<file path="src/rtl/vip_crop_window.sv">
// Crops a fixed OUT_WIDTH x OUT_HEIGHT window out of a raw href/vsync pixel stream
// at a per-frame offset, and flags input frames whose geometry differs from the sensor size.
module vip_crop_window #(
    parameter int BITS       = 8,
    parameter int IN_WIDTH   = 800,
    parameter int IN_HEIGHT  = 600,
    parameter int OUT_WIDTH  = 640,
    parameter int OUT_HEIGHT = 480
) (
    input  logic            pclk,
    input  logic            rst,
    input  logic            in_href,
    input  logic            in_vsync,
    input  logic [BITS-1:0] in_data,
    input  logic [15:0]     cfg_x_off,
    input  logic [15:0]     cfg_y_off,
    output logic            out_href,
    output logic            out_vsync,
    output logic [BITS-1:0] out_data,
    output logic            frame_err
);

    localparam logic [15:0] IN_W16    = 16'(IN_WIDTH);
    localparam logic [15:0] IN_H16    = 16'(IN_HEIGHT);
    localparam logic [15:0] X_OFF_MAX = 16'(IN_WIDTH - OUT_WIDTH);
    localparam logic [15:0] Y_OFF_MAX = 16'(IN_HEIGHT - OUT_HEIGHT);
    localparam logic [16:0] OUT_W17   = 17'(OUT_WIDTH);
    localparam logic [16:0] OUT_H17   = 17'(OUT_HEIGHT);

    typedef enum logic {
        WAIT_VS,
        ACTIVE
    } state_t;

    function automatic logic [15:0] sat_inc(input logic [15:0] v);
        return (v == 16'hFFFF) ? v : v + 16'd1;
    endfunction

    function automatic logic [15:0] clamp_off(input logic [15:0] v, input logic [15:0] lim);
        return (v > lim) ? lim : v;
    endfunction

    // 17-bit upper bound so lo + span can never wrap
    function automatic logic in_range(input logic [15:0] pos, input logic [15:0] lo,
                                      input logic [16:0] span);
        return ({1'b0, pos} >= {1'b0, lo}) && ({1'b0, pos} < ({1'b0, lo} + span));
    endfunction

    state_t          state;
    logic            vsync_d;
    logic            href_d;
    logic            pix_d;
    logic [15:0]     x_cnt;
    logic [15:0]     y_cnt;
    logic [15:0]     x_off_l;
    logic [15:0]     y_off_l;
    logic            line_err;

    logic            vs_rise_p0;
    logic            pix_p0;
    logic            line_end_p0;
    logic            win_p0;
    logic            vld_p0;
    logic            err_p0;

    logic            vld_p1;
    logic            vsync_p1;
    logic            err_p1;
    logic [BITS-1:0] data_p1;

    // ---- stage p0: qualify the incoming pixel against position and window ----
    assign vs_rise_p0  = in_vsync & ~vsync_d;
    assign pix_p0      = in_href & ~in_vsync;
    // Only qualified pixels open a line, so href pulses inside vsync never end one.
    assign line_end_p0 = pix_d & ~in_href;
    assign win_p0      = in_range(x_cnt, x_off_l, OUT_W17) && in_range(y_cnt, y_off_l, OUT_H17);
    assign vld_p0      = (state == ACTIVE) && pix_p0 && win_p0;
    assign err_p0      = (state == ACTIVE) && vs_rise_p0 &&
                         ((y_cnt != IN_H16) || line_err || href_d);

    always_ff @(posedge pclk) begin
        if (rst) begin
            state    <= WAIT_VS;
            vsync_d  <= 1'b0;
            href_d   <= 1'b0;
            pix_d    <= 1'b0;
            x_cnt    <= '0;
            y_cnt    <= '0;
            x_off_l  <= '0;
            y_off_l  <= '0;
            line_err <= 1'b0;
            vld_p1   <= 1'b0;
            vsync_p1 <= 1'b0;
            err_p1   <= 1'b0;
        end else begin
            vsync_d  <= in_vsync;
            href_d   <= in_href;
            pix_d    <= pix_p0;
            vld_p1   <= vld_p0;
            vsync_p1 <= in_vsync;
            err_p1   <= err_p0;
            if (vs_rise_p0) begin
                state    <= ACTIVE;
                x_cnt    <= '0;
                y_cnt    <= '0;
                line_err <= 1'b0;
                x_off_l  <= clamp_off(cfg_x_off, X_OFF_MAX);
                y_off_l  <= clamp_off(cfg_y_off, Y_OFF_MAX);
            end else if (state == ACTIVE) begin
                if (line_end_p0) begin
                    x_cnt <= '0;
                    y_cnt <= sat_inc(y_cnt);
                    if (x_cnt != IN_W16) begin
                        line_err <= 1'b1;
                    end
                end else if (pix_p0) begin
                    x_cnt <= sat_inc(x_cnt);
                end
            end
        end
    end

    // ---- stage p1: registered output pixel ----
    always_ff @(posedge pclk) begin
        if (rst) begin
            data_p1 <= '0;
        end else begin
            data_p1 <= vld_p0 ? in_data : '0;
        end
    end

    assign out_href  = vld_p1;
    assign out_vsync = vsync_p1;
    assign out_data  = data_p1;
    assign frame_err = err_p1;

endmodule
</file>
<file path="config.mk">
export PLATFORM = sky130hd
export DESIGN_NAME = vip_crop_window
export DESIGN_NICKNAME = d
export VERILOG_FILES = /design/src/rtl/vip_crop_window.sv
export SDC_FILE = /design/constraint.sdc
export NUM_CORES = 1
export LEC_CHECK = 0
export CAP_MARGIN = 20
export CORE_MARGIN = 3
export CORE_UTILIZATION = 54
export DETAILED_ROUTE_END_ITERATION = 10
export DONT_BUFFER_PORTS = 1
export GPL_TIMING_DRIVEN = 0
export PLACE_DENSITY = 0.72
export SETUP_SLACK_MARGIN = 0.2
export SKIP_CTS_REPAIR_TIMING = 1
export SLEW_MARGIN = 5
export SYNTH_ARGS = -nofsm -noshare
export SYNTH_HDL_FRONTEND = slang
export SYNTH_SLANG_ARGS = --single-unit
</file>
<file path="constraint.sdc">
create_clock -name pclk -period 2.4 [get_ports pclk]
set_input_delay 0.72 -clock pclk [delete_from_list [all_inputs] [get_ports pclk]]
set_output_delay 0.72 -clock pclk [all_outputs]
set_load 0.02 [all_outputs]
</file>
=== Word level (Yosys, flattened, before mapping) ===
Cells that the tools add are included.

* Register bits after elaboration: 79
* Bits of input ports: 44
* Output and inout port bits: 11
* Logic and storage cells: 55

* $add $sub $neg: 4
* $lt $le $gt $ge: 6
* Equality and inequality tests: 5
* Muxes and demuxes: 5
* Bitwise operators: 8
* Reduce and logical (&&, ||, !) cells: 15

{| class="wikitable"
|+ Operator list
! operator !! number
|-
| $mux 16 || 5
|-
| $lt 16x17->1 || 2
|-
| $add 16x1->16 const B || 2
|-
| $eq 16x16->1 const B || 2
|-
| $ge 16x16->1 || 2
|-
| $ne 16x10->1 const B || 2
|-
| $add 16x10->17 const B || 1
|-
| $add 16x9->17 const B || 1
|-
| $gt 16x7->1 const B || 1
|-
| $gt 16x8->1 const B || 1
|-
| $reduce_and 3->1 || 3
|-
| $logic_and 1x1->1 || 7
|-
| $not 1->1 || 5
|-
| $reduce_or 2->1 || 2
|-
| $and 1x1->1 || 3
|-
| $logic_or 1x1->1 || 2
|-
| $ne 2x2->1 const B || 1
|-
| $reduce_bool 2->1 || 1
|}

=== Longest topological paths before layout ===
Gate-level depths: netlist (run 1).

* Depth after elaboration: 7
* Gate-level depth with buffers: 13
* Depth with buffers taken out: 13

=== Least setup slack after synthesis (run 1) ===
No wires, ideal clock.

* Path type: reg-to-reg
* From: register y_off_l[5]
* To: register data_p1[3], in the netlist out_data[3]
* Library setup time: 0.096 ns
* Arrival: 2.512 ns
* Data required time: 2.304 ns
* Setup slack: -0.208 ns
* Cell stages (with the launch flop): 12
* Buffers on the path: 0
* Period minus slack after synthesis: 2.608 ns
* Cell sequence: dfxtp_1 -> inv_1 -> ha_1 -> and3_1 -> nor3_1 -> xnor2_1 -> ha_1 -> and4_1 -> a221oi_1 -> a211oi_1 -> a211oi_2 -> nor4b_1

* Word-level cells in the longest chain between the ends: 7
* Elaborated cells on any way between the ends: 8
* Classes of those cells: add/sub (1); order compare (2); bitwise (1); reduce/logical (4)

{| class="wikitable"
|+ RTL lines
! element !! line !! text
|-
| start, declared || 56 || <nowiki>logic [15:0] y_off_l;</nowiki>
|-
| start signal, assigned || 108 || <nowiki>y_off_l <= clamp_off(cfg_y_off, Y_OFF_MAX);</nowiki>
|-
| $add 16x9->17 || 46 || <nowiki>return ({1'b0, pos} >= {1'b0, lo}) && ({1'b0, pos} < ({1'b0, lo} + span));</nowiki>
|-
| $lt 16x17->1 || 46 ||
|-
| $logic_and 1x1->1 * || 46 ||
|-
| $logic_and 1x1->1 * || 76 || <nowiki>assign win_p0 = in_range(x_cnt, x_off_l, OUT_W17) && in_range(y_cnt, y_off_l, OUT_H17);</nowiki>
|-
| $logic_and 1x1->1 * || 77 || <nowiki>assign vld_p0 = (state == ACTIVE) && pix_p0 && win_p0;</nowiki>
|-
| $not 1->1 (no source line) * || -- ||
|-
| $reduce_or 2->1 (no source line) * || -- ||
|-
| end signal, assigned || 128 || <nowiki>data_p1 <= vld_p0 ? in_data : '0;</nowiki>
|-
| end, declared || 69 || <nowiki>logic [BITS-1:0] data_p1;</nowiki>
|}

Mark *: on every way between the ends. The rest lies on a longest branch, timed or not.
A chain may end at the register's enable or synchronous reset.

=== Worst setup path after layout (run 1) ===
* From: register y_off_l[6]
* To: register data_p1[5], in the netlist out_data[5]

The elaborated chain is that of the path after synthesis.

==> metrics.json, run 1 <==
{
  "sta": {
    "timing.final.ws_setup_ps": -245,
    "setup_violations": 9,
    "final_hold_viol_count": 0,
    "final_max_slew_viol_count": 0,
    "tightestPinTransition_ps": 974,
    "finalClockSkew_ps": 8.55,
    "timing.final.crit_share": 1.10,
    "layout_min_cycle_time_ps": 2640,
    "timing.slew.headroom": 0.345,
    "achievable-frequency_mhz": 378,
    "grt_setup_unrepaired": "true"
  },
  "setup_path": {
    "critPathCaptureType": "register",
    "cpPeakStageDelay_ps": 360,
    "critPathMostFrequentCell": "sky130_fd_sc_hd__a211oi_4",
    "critical_path.max_fanout": 5,
    "crit-reg2reg-capture": "out_data[5]",
    "regToRegStartpoint": "y_off_l[6]",
    "worstSetupPathType": "register to register",
    "critical_path.cell_chain": "nor4_4 > buf_4 > nor2_4 > xnor2_2 > ha_1 > and4_4 > a221oi_4 > a211oi_4 > a211oi_4 > nor4b_4",
    "r2r_slack_ps": -240,
    "cp_data_arrival_time_ps": 2920,
    "critical_path_required_ps": 2680,
    "reg2reg_depth": 10,
    "critical_path.startpoint_type": "register",
    "startpoint": "y_off_l[6]",
    "critical-path-slowest-cell": "sky130_fd_sc_hd__dfxtp_4"
  },
  "routing": {
    "detailedRoute.firstPassIterationCount": 4,
    "via_count": 3928,
    "final_antenna_net_count": 0,
    "drcViolationCount": 0,
    "wire_per_inst_um": 16.0,
    "initialDrtViolationCount": 167,
    "detail_routed_via_count_per_cell": 5.85,
    "route.final.wire_length_mm": 10.8
  },
  "logic_synthesis": {
    "post_synth_edffs": 0,
    "synth.yosys.seq_area_share": 0.341,
    "mappedNetlistArea_mm2": 0.00464,
    "synth_top_flop_cell": "sky130_fd_sc_hd__dfxtp_1",
    "postSynth.asyncResetShare": 0,
    "synthesis.yosys.warnings": 0,
    "synth_nets": 650,
    "netlist-cell-type-count": 52,
    "synth.ff_latch_count": 79,
    "syn-mean-instance-area_um2": 8.47,
    "post_synth_inst_count": 548
  },
  "clock_tree": {
    "clk_path_buf_depth": 2,
    "worstSkewPairLatency_ps": 350,
    "cts.clk_slew.worst_paths_ps": 80,
    "tritoncts": "built",
    "clk_root_buffer_cell": "sky130_fd_sc_hd__clkbuf_8",
    "cts-htree-levels": 3,
    "total_number_of_clock_tree_sinks": 79,
    "cts_buffers": 9
  },
  "min_path": {
    "hp-class": "primary input to register",
    "holdCritStartpoint": "in_vsync",
    "hold-path-cell-count": 1,
    "holdPathEnd": "pix_d"
  },
  "power_and_ir_drop": {
    "leakagePower_nw": 1.98,
    "worst_ir_drop_vdd_v": 0.000322,
    "pwr_density_cell_mw_per_mm2": 475
  },
  "floorplan": {
    "fp.dieArea_mm2": 0.00974,
    "row_count": 33,
    "i_o_pin_cnt": 55,
    "placeable_core_area_mm2": 0.00830,
    "dieWidth_um": 98.7,
    "floorplan.initialDensity": 0.559,
    "die_h_um": 98.7
  },
  "final_layout": {
    "utilization": 0.626,
    "nNetsFinal": 665,
    "final-instance-count-excl-fill": 672,
    "final_layout_size_suffix_gt1_frac": 0.123,
    "syn2layout_area_growth_pct": 11.9,
    "antenna_cells": 0
  },
  "place": {
    "place_congestion": 0.910,
    "pre_cts_slack_ps": -358,
    "port_buffers": 0,
    "hpwlAfterDp_mm": 8.16,
    "dp_cells": 653
  },
  "status": {
    "violated_checks": "negative setup slack",
    "run_status": "finished with violations"
  },
  "grt": {
    "grt.total_usage": 0.221,
    "antenna_found_initial": 0,
    "first_global_vias": 3636,
    "gr-total-overflow": 0,
    "grt_pass1_wl_mm": 17.5,
    "grt_max_degree": 14
  },
  "run": {
    "timing.max_cap.violations": 0
  }
}
worst max-delay path by stage:
stage                     depth (start not counted)           to  slack [ps]
after floorplan                                  11  out_data[3]          30
after global routing                             10  out_data[3]        -350
after detailed placement                          9  out_data[3]        -360
after CTS                                         9  out_data[3]        -390
after global placement                            9  out_data[3]        -260
final                                            10  out_data[5]        -240
cell type report:
| cell class | count | area (µm²) |
|---|---|---|
| clock inverter | 6 | 62.6 |
| buffer | 11 | 45.0 |
| tap | 105 | 131 |
| sequential | 79 | 1590 |
| clock buffer | 9 | 124 |
| multi-input combinational | 417 | 3050 |
| timing repair buffer | 3 | 22.5 |
| inverter | 42 | 163 |
| fill | 732 | 3110 |
registers in the layout, summed over array words and instances, names as in the netlist, 8 cells and up:
name / flops
x_cnt: 16
x_off_l: 16
y_cnt: 16
y_off_l: 16
out_data: 8
stage by stage:
stage	setup TNS (ps)	hold WS, ps	total power [mW]	cell area, µm²
3_5_place_dp	-2950	471	1.51	4850
3_3_place_gp	-2010	466	1.51	4850
4_1_cts	-3220	423	2.46	5040
2_1_floorplan	0	437	1.47	4720
5_1_grt	-2640	423	2.56	5190
6_report	-1860	434	2.46	5190
worst max-delay path: cells and delay by family (launching register included):
family	cells	cell delay [ps]
compound gates	3	780
flops	1	360
buf+inv	1	190
simple gates	4	760
fa+ha+maj	1	350
xor+xnor	1	140
kinds of logic (layout without fill, tap and decap cells):
kind of cell / after synthesis / in the layout / synth area share
DFF: 79 / 79 / 0.341
buffers and inverters: 53 / 71 / 0.0434
adders and majority gates: 58 / 58 / 0.156
and+or+nand+nor: 230 / 230 / 0.256
xor gates and xnor gates: 43 / 43 / 0.0812
AOI/OAI and AO/OA: 85 / 86 / 0.122
power breakdown:
| group | leakage (nW) | total, mW | internal, mW | switching [mW] |
|---|---|---|---|---|
| logic | 1.25 | 0.164 | 0.0646 | 0.0994 |
| registers | 0.641 | 1.34 | 1.32 | 0.0127 |
| clock network | 0.0871 | 0.964 | 0.471 | 0.494 |
| total | 1.98 | 2.46 | 1.86 | 0.606 |
routing by layer:
metal,up-vias,track usage,part of all wire
met5,-,0,0
met4,0,0.0882,0.018
met3,13,0.0389,0.064
met2,132,0.330,0.43
met1,1806,0.318,0.49
li1,1977,-,-
cells in the final DEF, fill, tap and decap left out, types with 6 or more instances in the layout:
master / instances
sky130_fd_sc_hd__nand4_1: 20
sky130_fd_sc_hd__ha_1: 56
sky130_fd_sc_hd__clkbuf_8: 9
sky130_fd_sc_hd__xnor2_1: 24
sky130_fd_sc_hd__clkbuf_1: 8
sky130_fd_sc_hd__a221oi_1: 6
sky130_fd_sc_hd__and3_2: 6
sky130_fd_sc_hd__nand2_1: 30
sky130_fd_sc_hd__and3_1: 6
sky130_fd_sc_hd__o21ai_0: 15
sky130_fd_sc_hd__xor2_1: 18
sky130_fd_sc_hd__dfxtp_1: 74
sky130_fd_sc_hd__a21oi_1: 26
sky130_fd_sc_hd__inv_1: 39
sky130_fd_sc_hd__nor2_1: 80
sky130_fd_sc_hd__nor3_1: 10
sky130_fd_sc_hd__nand3_1: 21
cells in the mapped netlist, types with 7 or more instances:
master                     count  area, µm²
sky130_fd_sc_hd__a21oi_1      29        145
sky130_fd_sc_hd__a221oi_1      7       61.3
sky130_fd_sc_hd__and3_1        7       43.8
sky130_fd_sc_hd__clkbuf_1      9       33.8
sky130_fd_sc_hd__dfxtp_1      79       1580
sky130_fd_sc_hd__ha_1         58        726
sky130_fd_sc_hd__inv_1        42        158
sky130_fd_sc_hd__nand2_1      31        116
sky130_fd_sc_hd__nand3_1      22        110
sky130_fd_sc_hd__nand4_1      20        125
sky130_fd_sc_hd__nor2_1       82        308
sky130_fd_sc_hd__nor3_1       14       70.1
sky130_fd_sc_hd__o21ai_0      16       80.1
sky130_fd_sc_hd__xnor2_1      25        219
sky130_fd_sc_hd__xor2_1       18        158
No activity file was read; power rests on OpenSTA's default activity.
==> run 2: changes to the inputs <==
- PLACE_DENSITY: 0.72 -> not set
- PLACE_DENSITY_LB_ADDON: not set -> 0.3
==> metrics.json, run 2 (synthesized netlist as in run 1, its figures left out) <==
{
  "routing": {
    "wire_per_inst": {"value": 15.7, "unit": "µm", "change": "-2.2%"},
    "initialDrtViolationCount": {"value": 197, "change": "+18%"},
    "detailedRoute.firstPassIterationCount": {"value": 4, "change": "unchanged"},
    "final_antenna_net_count": {"value": 0, "change": "unchanged"},
    "via_count": {"value": 3971, "change": "+1.1%"},
    "route.final.wire_length": {"value": 10.7, "unit": "mm", "change": "-1.2%"},
    "drcViolationCount": {"value": 0, "change": "unchanged"},
    "detail_routed_via_count_per_cell": {"value": 5.85, "change": "about the same"}
  },
  "final_layout": {
    "final-instance-count-excl-fill": {"value": 679, "change": "+1.0%"},
    "antenna_cells": {"value": 0, "change": "unchanged"},
    "syn2layout_area_growth_pct": 12.3,
    "finalInstanceArea": {"value": 0.00521, "unit": "mm²", "change": "+0.39%"},
    "layout.cells.most_common": "sky130_fd_sc_hd__nor2_1",
    "mostFrequentLayoutCells": "sky130_fd_sc_hd__nor2_1, sky130_fd_sc_hd__dfxtp_1, sky130_fd_sc_hd__ha_1",
    "nNetsFinal": {"value": 671, "change": "+0.90%"},
    "final_layout_size_suffix_gt1_frac": {"value": 0.129, "change": "+0.00546"}
  },
  "place": {
    "port_buffers": {"value": 0, "change": "unchanged"},
    "place_congestion": {"value": 0.964, "change": "+6.0%"},
    "hpwlAfterDp": {"value": 8.16, "unit": "mm", "change": "about the same"},
    "pre_cts_slack": {"value": -337, "unit": "ps", "change": "+21.5 ps"},
    "dp_cells": {"value": 653, "change": "unchanged"},
    "placed_area": {"value": 0.00485, "unit": "mm²", "change": "unchanged"}
  },
  "sta": {
    "timing.slew.headroom": {"value": 0.596, "change": "+0.252"},
    "timing.final.ws_setup": {"value": -247, "unit": "ps", "change": "-2.29 ps"},
    "timing.final.crit_share": {"value": 1.10, "change": "about the same"},
    "setup_violations": {"value": 9, "change": "unchanged"},
    "achievable-frequency": {"value": 378, "unit": "MHz", "change": "about the same"},
    "grt_setup_unrepaired": "true",
    "finalHoldWorstSlack": {"value": 431, "unit": "ps", "change": "-3.28 ps"},
    "finalClockSkew": {"value": 8.61, "unit": "ps", "change": "+0.0588 ps"},
    "layout_min_cycle_time": {"value": 2650, "unit": "ps", "change": "+2.28 ps"},
    "tightestPinTransition": {"value": 604, "unit": "ps", "change": "-370 ps"},
    "final_hold_viol_count": {"value": 0, "change": "unchanged"},
    "final_max_slew_viol_count": {"value": 0, "change": "unchanged"}
  },
  "setup_path": {
    "worstSetupPathType": "register to register",
    "critical_path.cell_chain": "inv_4 > ha_4 > and3_4 > nor3_4 > xnor2_1 > ha_1 > a21oi_1 > nand2_1 > a221oi_4 > a211oi_2 > a211oi_4 > buf_6 > and3_2",
    "critical_path.max_fanout": {"value": 5, "change": "unchanged"},
    "cpPeakStageDelay": {"value": 380, "unit": "ps", "change": "+20 ps"},
    "reg2reg_depth": {"value": 13, "change": "+3"},
    "critical-path-slowest-cell": "sky130_fd_sc_hd__dfxtp_4",
    "critical_path_required": {"value": 2700, "unit": "ps", "change": "+20 ps"},
    "crit-reg2reg-capture": "out_data[6]",
    "r2r_slack": {"value": -250, "unit": "ps", "change": "about the same"},
    "critPathCaptureType": "register",
    "regToRegStartpoint": "y_off_l[6]",
    "critical_path.startpoint_type": "register",
    "cp_data_arrival_time": {"value": 2950, "unit": "ps", "change": "+30 ps"}
  },
  "status": {
    "violated_checks": "negative setup slack",
    "run_status": "finished with violations"
  },
  "min_path": {
    "holdCritStartpoint": "in_vsync",
    "holdPathEnd": "pix_d",
    "hp-class": "primary input to register",
    "hold-path-cell-count": {"value": 1, "change": "unchanged"}
  },
  "floorplan": {
    "row_count": {"value": 33, "change": "unchanged"},
    "die_h": {"value": 98.7, "unit": "µm", "change": "unchanged"},
    "i_o_pin_cnt": {"value": 55, "change": "unchanged"},
    "dieWidth": {"value": 98.7, "unit": "µm", "change": "unchanged"},
    "floorplan.initialDensity": {"value": 0.559, "change": "unchanged"},
    "fp.dieArea": {"value": 0.00974, "unit": "mm²", "change": "unchanged"},
    "placeable_core_area": {"value": 0.00830, "unit": "mm²", "change": "unchanged"}
  },
  "grt": {
    "first_global_vias": {"value": 3821, "change": "+5.1%"},
    "gr-total-overflow": {"value": 0, "change": "unchanged"},
    "antenna_found_initial": {"value": 0, "change": "unchanged"},
    "grt_pass1_wl": {"value": 18.0, "unit": "mm", "change": "+2.8%"},
    "grt.total_usage": {"value": 0.225, "change": "+0.00383"},
    "grt_max_degree": {"value": 14, "change": "unchanged"}
  },
  "clock_tree": {
    "worstSkewPairLatency": {"value": 360, "unit": "ps", "change": "about the same"},
    "cts-htree-levels": {"value": 3, "change": "unchanged"},
    "cts_buffers": {"value": 9, "change": "unchanged"},
    "cts.clk_slew.worst_paths": {"value": 80, "unit": "ps", "change": "about the same"},
    "clk_root_buffer_cell": "sky130_fd_sc_hd__clkbuf_8",
    "total_number_of_clock_tree_sinks": {"value": 79, "change": "unchanged"},
    "clk_path_buf_depth": {"value": 2, "change": "unchanged"},
    "tritoncts": "built"
  },
  "power_and_ir_drop": {
    "leakagePower": {"value": 2.03, "unit": "nW", "change": "+2.7%"},
    "pwr_density_cell": {"value": 477, "unit": "mW/mm²", "change": "+0.48%"},
    "total_power": {"value": 2.48, "unit": "mW", "change": "+0.86%"},
    "worst_ir_drop_vdd": {"value": 0.000320, "unit": "V", "change": "-0.69%"}
  },
  "run": {
    "timing.max_cap.violations": {"value": 0, "change": "unchanged"}
  }
}
run 2: how the worst max path moves through the flow:
stage	startpoint	end	depth (start not counted)
after global routing	y_off_l[5]	out_data[2]	13
after detailed placement	y_off_l[5]	out_data[3]	9
final	y_off_l[6]	out_data[6]	13
after global placement	y_off_l[5]	out_data[5]	9
after CTS	y_off_l[5]	out_data[3]	9
after floorplan	y_off_l[5]	out_data[3]	11
run 2: metrics by stage:
step           utilization  TNS [ps]
3_5_place_dp         0.585     -2660
2_1_floorplan            -         0
3_3_place_gp         0.585     -2070
4_1_cts              0.607     -2970
6_report             0.628     -2010
5_1_grt              0.628     -3500
run 2: cell type report:
type,instances,area (µm²)
Buffer,11,43.8
Timing Repair Buffer,10,78.8
Clock buffer,10,128
Tap cell,105,131
Inverter,42,163
Multi-Input combinational cell,416,3010
Fill cell,724,3090
Clock inverter,6,61.3
Sequential cell,79,1600
run 2: metal layers:
metal  vias up  track usage  part of all wire
met1      1846        0.316              0.48
met4         0       0.0798             0.017
met3        18       0.0517             0.059
met5         -            0                 0
met2       127        0.341              0.45
li1       1980            -                 -
run 2: critical path: cells and delay by family (launching register included):
| family | cells | cell delay [ps] |
|---|---|---|
| compound gates | 4 | 860 |
| xor+xnor | 1 | 140 |
| fa+ha+maj | 2 | 430 |
| buf+inv | 2 | 210 |
| flops | 1 | 380 |
| simple gates | 4 | 580 |
run 2: power breakdown:
group | internal (mW) | switching [mW]
Sequential | 1.32 | 0.0126
Combinational | 0.0717 | 0.101
Clock | 0.477 | 0.499
